===== src/rtl/miner_csr_slave.sv =====
// rtl/miner_csr_slave.sv - Avalon-MM CSR slave for the miner: header config, start/irq control, per-core found/done/nonce status
module miner_csr_slave #(
  parameter int SLAVE_ADDRESSWIDTH = 5,
  parameter int DATAWIDTH          = 32,
  parameter int NUM_CORES          = 4,
  parameter int NUM_CFG_REGS       = 20
) (
  input  logic                              clk,
  input  logic                              reset,
  input  logic [SLAVE_ADDRESSWIDTH-1:0]     slave_address,
  input  logic [DATAWIDTH-1:0]              slave_writedata,
  input  logic                              slave_write,
  input  logic                              slave_read,
  input  logic                              slave_chipselect,
  output logic [DATAWIDTH-1:0]              slave_readdata,
  input  logic [NUM_CORES-1:0]              core_found,
  input  logic [NUM_CORES-1:0]              core_done,
  input  logic [NUM_CORES*DATAWIDTH-1:0]    core_nonce,
  output logic [NUM_CFG_REGS*DATAWIDTH-1:0] cfg_regs,
  output logic                              start,
  output logic                              busy,
  output logic                              irq
);

  localparam int CFG_BASE   = 3;
  localparam int NONCE_BASE = CFG_BASE + NUM_CFG_REGS;

  localparam logic [SLAVE_ADDRESSWIDTH-1:0] ADDR_CTRL  = SLAVE_ADDRESSWIDTH'(0);
  localparam logic [SLAVE_ADDRESSWIDTH-1:0] ADDR_FOUND = SLAVE_ADDRESSWIDTH'(1);
  localparam logic [SLAVE_ADDRESSWIDTH-1:0] ADDR_DONE  = SLAVE_ADDRESSWIDTH'(2);

  logic                 wr_en;
  logic                 rd_en;
  logic                 ctrl_wr;
  logic                 clear_req;
  logic                 start_req;
  logic [NUM_CORES-1:0] found_w1c;
  logic [NUM_CORES-1:0] done_w1c;
  logic [NUM_CORES-1:0] capture;
  logic [NUM_CORES-1:0] found_d;
  logic [NUM_CORES-1:0] done_d;
  logic [NUM_CORES-1:0] found_q;
  logic [NUM_CORES-1:0] done_q;
  logic [DATAWIDTH-1:0] nonce_q [NUM_CORES];
  logic [DATAWIDTH-1:0] cfg_q   [NUM_CFG_REGS];
  logic                 irq_en_q;
  logic                 busy_q;
  logic                 start_q;
  logic                 irq_q;
  logic [DATAWIDTH-1:0] rdata_d;
  logic [DATAWIDTH-1:0] rdata_q;

  // A simultaneous read+write performs only the write; readdata holds.
  assign wr_en = slave_chipselect & slave_write;
  assign rd_en = slave_chipselect & slave_read & ~slave_write;

  assign ctrl_wr   = wr_en && (slave_address == ADDR_CTRL);
  assign clear_req = ctrl_wr & slave_writedata[2];
  // CLEAR together with START restarts even while a search is running.
  assign start_req = ctrl_wr & slave_writedata[0] & (~busy_q | slave_writedata[2]);

  assign found_w1c = (wr_en && (slave_address == ADDR_FOUND)) ? slave_writedata[NUM_CORES-1:0] : '0;
  assign done_w1c  = (wr_en && (slave_address == ADDR_DONE))  ? slave_writedata[NUM_CORES-1:0] : '0;

  // First nonce wins; a bit being W1C'd this cycle counts as free again.
  assign capture = core_found & (~found_q | found_w1c);
  assign found_d = core_found | (found_q & ~found_w1c);
  assign done_d  = core_done  | (done_q  & ~done_w1c);

  always_ff @(posedge clk) begin
    if (reset) begin
      found_q  <= '0;
      done_q   <= '0;
      irq_en_q <= 1'b0;
      busy_q   <= 1'b0;
      start_q  <= 1'b0;
      irq_q    <= 1'b0;
      rdata_q  <= '0;
      for (int i = 0; i < NUM_CORES; i++) begin
        nonce_q[i] <= '0;
      end
      for (int k = 0; k < NUM_CFG_REGS; k++) begin
        cfg_q[k] <= '0;
      end
    end else begin
      start_q <= start_req;
      if (ctrl_wr) begin
        irq_en_q <= slave_writedata[1];
      end

      if (start_req) begin
        busy_q <= 1'b1;
      end else if (clear_req || (&done_q)) begin
        busy_q <= 1'b0;
      end

      irq_q <= irq_en_q & ((|found_q) | (&done_q));

      if (clear_req) begin
        found_q <= '0;
        done_q  <= '0;
      end else begin
        found_q <= found_d;
        done_q  <= done_d;
      end

      for (int i = 0; i < NUM_CORES; i++) begin
        if (clear_req) begin
          nonce_q[i] <= '0;
        end else if (capture[i]) begin
          nonce_q[i] <= core_nonce[i*DATAWIDTH +: DATAWIDTH];
        end
      end

      for (int k = 0; k < NUM_CFG_REGS; k++) begin
        if (wr_en && (slave_address == SLAVE_ADDRESSWIDTH'(CFG_BASE + k))) begin
          cfg_q[k] <= slave_writedata;
        end
      end

      if (rd_en) begin
        rdata_q <= rdata_d;
      end
    end
  end

  always_comb begin
    rdata_d = '0;
    if (slave_address == ADDR_CTRL) begin
      rdata_d[DATAWIDTH-1] = busy_q;
      rdata_d[1]           = irq_en_q;
    end else if (slave_address == ADDR_FOUND) begin
      rdata_d[NUM_CORES-1:0] = found_q;
    end else if (slave_address == ADDR_DONE) begin
      rdata_d[NUM_CORES-1:0] = done_q;
    end
    for (int k = 0; k < NUM_CFG_REGS; k++) begin
      if (slave_address == SLAVE_ADDRESSWIDTH'(CFG_BASE + k)) begin
        rdata_d = cfg_q[k];
      end
    end
    for (int i = 0; i < NUM_CORES; i++) begin
      if (slave_address == SLAVE_ADDRESSWIDTH'(NONCE_BASE + i)) begin
        rdata_d = nonce_q[i];
      end
    end
  end

  for (genvar k = 0; k < NUM_CFG_REGS; k++) begin : g_cfg_out
    assign cfg_regs[k*DATAWIDTH +: DATAWIDTH] = cfg_q[k];
  end

  assign slave_readdata = rdata_q;
  assign start          = start_q;
  assign busy           = busy_q;
  assign irq            = irq_q;

endmodule

===== config.mk =====
export PLATFORM = sky130hd
export DESIGN_NAME = miner_csr_slave
export DESIGN_NICKNAME = d
export VERILOG_FILES = /design/src/rtl/miner_csr_slave.sv
export SDC_FILE = /design/constraint.sdc
export NUM_CORES = 1
export LEC_CHECK = 0
export ABC_AREA = 1
export CORE_AREA = 4 4 329 331
export CTS_CLUSTER_DIAMETER = 50
export DETAILED_ROUTE_END_ITERATION = 8
export DIE_AREA = 0 0 333 335
export SKIP_CTS_REPAIR_TIMING = 1
export SLEW_MARGIN = 20
export SYNTH_ARGS = -nofsm -noshare
export SYNTH_HDL_FRONTEND = slang
export SYNTH_SLANG_ARGS = --single-unit
export TNS_END_PERCENT = 1

===== constraint.sdc =====
create_clock -name clk -period 3.4 [get_ports clk]
set_input_delay 0.68 -clock clk [delete_from_list [all_inputs] [get_ports clk]]
set_output_delay 0.68 -clock clk [all_outputs]
set_load 0.01 [all_outputs]

==> flow_metrics.tcl <==
set metrics [dict create \
    viasPerCell 5.12 \
    endpoint "slave_readdata[28]" \
    max_freq_ghz 0.302 \
    place_ws_ns -0.939 \
    wl_per_cell_um 27.3 \
    ir_worst_vdd_mv 0.409 \
    p_switching_mw 6.82 \
    synth-edff-count 768 \
    fin_worst_skew_ns 0.0219 \
    setup_viol 0 \
    drt_iter0_markers 3534 \
    synth_top_cell_area_share 0.659 \
    cts_tree "built" \
    grt_overflow 0 \
    internal_power_mw 19.3 \
    wirelength_mm 163 \
    clk-insertion-delay-late_ns 0.68 \
    crit-reg2reg-launch "found_q[1]" \
    fin_util 0.481 \
    path_clk_slew_ns 0.06 \
    worst_setup_path_start_kind "primary input" \
    worstHoldPathType "reg2reg" \
    syn_area_per_cell_um2 10.1 \
    p_sw_frac 0.261 \
    synthFlopType "edfxtp_1" \
    yosysUniqueCellTypes 35 \
    muxShareOfSynthArea 0 \
    design.core.area_um2 105000 \
    layout-drive-gt1-share 0.111 \
    relSlewSlack 0.248 \
    combPwrFrac 0.117 \
    r2r_setup_slack_ns 0.79 \
    dieArea_um2 112000 \
    gp_congestion 0.990 \
    synth_top_family_by_area "simple AND/OR/NAND/NOR gates" \
    crit_start "slave_address[0]" \
    nets 4672 \
    numCtsBuffers 106 \
    ys_top_cells_by_area "edfxtp_1 (66%), nor2_1 (9.7%), nand2_1 (7.3%)" \
    io_buffer_count 852 \
    worstPathRequired_ns 3.97 \
    period_share 0.973 \
    yosysTopAreaCell "edfxtp_1" \
    ys_async_sr_fraction 0 \
    h-tree-depth 3 \
    hold_viol_final 0 \
    synth_warnings 0 \
    worstRegToRegCells 17 \
    p_leak_nw 19.4 \
    gr-usage-all-layers 0.281 \
    root_buffer "clkbuf_16" \
    die_w_um 333 \
    synthCells 3471 \
    start_util 0.333 \
    synth_simple_gate_area_frac 0.213 \
    vias 30600 \
    synth_fa_ha_area_frac 0 \
    worst_slack_ns 0.0927 \
    rows 119 \
    cp-end-kind "flop" \
    fin_area_um2 50600 \
    io_pins 853 \
    tns_ns 0 \
    placed_cell_area_um2 47100 \
    hpwlAfterDp_mm 125 \
    synth-seq-cells 812 \
    crit_arrival_ns 3.87 \
    syn2layout_area_growth_pct 44.7 \
    rsz0062_at_grt "true" \
    hold_start "slave_readdata[29]" \
    seqPwrFrac 0.458 \
    drc 0 \
    grt_max_degree 65 \
    ant_nets 0 \
    p_clk_frac 0.425 \
    die_h_um 335 \
    drt-pass1-iter-count 7 \
    worstPathMaxFanout 22 \
    status "finished, final reports clean" \
    fin_total_pwr_mw 26.2 \
    synth_compound_area_frac 0.0357 \
    grt_pass1_vias 29700 \
    yosysMostFrequentCell "nor2_1" \
    clockBufferDepth 3 \
    antenna_found_initial 9 \
    max_cap_violations 0 \
    syn_area_um2 35000 \
    syn_nets 3649 \
    powerDensity_nw_per_um2 517 \
    synth_xor_area_frac 0 \
    cts.sinks 812 \
    grt_pass1_wl_mm 224 \
    drv_slew 0 \
    worst_slew_pin_slew_ns 1.12 \
    period_needed_ns 3.31 \
    synth_commonest_cells "nor2_1 (901), edfxtp_1 (768), nand2_1 (680), inv_1 (348), a21oi_1 (182)" \
    seq_area_frac_synth 0.684 \
    r2r-end "slave_readdata[1]" \
    worstSetupPathType "in2reg" \
]
-- worst min path at each step --
stage	to	slack, ns	cells after the start
2_1_floorplan	irq	0.44	2
3_3_place_gp	slave_readdata[29]	0.45	2
3_5_place_dp	slave_readdata[0]	0.46	2
4_1_cts	slave_readdata[0]	0.47	2
5_1_grt	slave_readdata[30]	0.49	2
6_report	slave_readdata[29]	0.47	2
-- flip-flops by register name, indices dropped and copies added, names as in the netlist --
name            cells
irq                 1
busy                1
cfg_q             640
found_q             4
start               1
done_q              4
nonce_q           128
irq_en_q            1
slave_readdata     32
-- final cells by class --
| class | instances | area, µm² |
|---|---|---|
| Sequential cell | 812 | 23900 |
| Antenna cell | 9 | 22.5 |
| Multi-Input combinational cell | 2066 | 8840 |
| Timing Repair Buffer | 1112 | 11100 |
| Tap cell | 1391 | 1740 |
| Fill cell | 9867 | 54500 |
| Inverter | 396 | 1490 |
| Clock inverter | 71 | 686 |
| Clock buffer | 124 | 2780 |
-- layer usage --
metal | track usage | part of all wire
met1 | 0.356 | 0.39
met2 | 0.454 | 0.47
met3 | 0.0654 | 0.092
met4 | 0.137 | 0.053
met5 | 0 | 0
-- kinds of logic (layout without fill, tap and decap cells) --
family	count (synthesis)	count (layout)
AOI/OAI and AO/OA	245	245
buffers and inverters	593	1703
DFF	812	812
other	0	9
and+or+nand+nor	1821	1821
-- metrics by stage --
step	instances	hold WS, ns
3_3_place_gp	5777	0.451
3_5_place_dp	5777	0.456
4_1_cts	5972	0.466
5_1_grt	5978	0.495
2_1_floorplan	3471	0.442
6_report	5981	0.469
-- power by group through the flow --
stage / sequential, mW / combinational, mW / clock (mW)
6_report: 12.0 / 3.06 / 11.1
5_1_grt: 12.0 / 3.21 / 11.7
4_1_cts: 12.0 / 3.07 / 11.3
3_5_place_dp: 12.2 / 3.06 / 0
3_3_place_gp: 12.2 / 3.05 / 0
2_1_floorplan: 12.2 / 0.731 / 0
-- worst max-delay path: stages --
cell	delay, ns
clkdlybuf4s50_1	0.53
buf_4	0.17
nor2_4	0.06
buf_4	0.13
nand2_2	0.08
nor2_4	0.05
buf_12	0.16
buf_4	0.14
a21oi_1	0.11
nand4_1	0.14
o21ai_1	0.11
nand4_1	0.26
nor2_1	0.23
nand4_1	0.18
nor2_1	0.18
nand4_1	0.10
nand2_1	0.23
nand4_1	0.12
nand2_1	0.13
a21oi_1	0.07
-- cell usage in the layout (no fill, tap or decap), types with 4 or more instances in the layout --
| master | count |
|---|---|
| clkinvlp_4 | 11 |
| nand2_2 | 22 |
| inv_8 | 8 |
| nand3_1 | 44 |
| diode_2 | 9 |
| o21ai_1 | 26 |
| buf_4 | 210 |
| nor2_2 | 13 |
| clkbuf_16 | 108 |
| nor2_1 | 887 |
| nor3_1 | 4 |
| a21oi_1 | 182 |
| bufinv_16 | 7 |
| edfxtp_1 | 768 |
| clkdlybuf4s50_1 | 848 |
| clkinv_2 | 12 |
| inv_2 | 14 |
| dfxtp_1 | 44 |
| o22ai_1 | 12 |
| clkinv_4 | 5 |
| clkinv_1 | 47 |
| nor2_4 | 12 |
| nand2_1 | 661 |
| or2_2 | 8 |
| clkbuf_1 | 14 |
| nand4_1 | 152 |
| inv_1 | 348 |
| o21ai_0 | 22 |
| inv_6 | 13 |
| buf_12 | 50 |
Power figures use the tool's default switching activity.
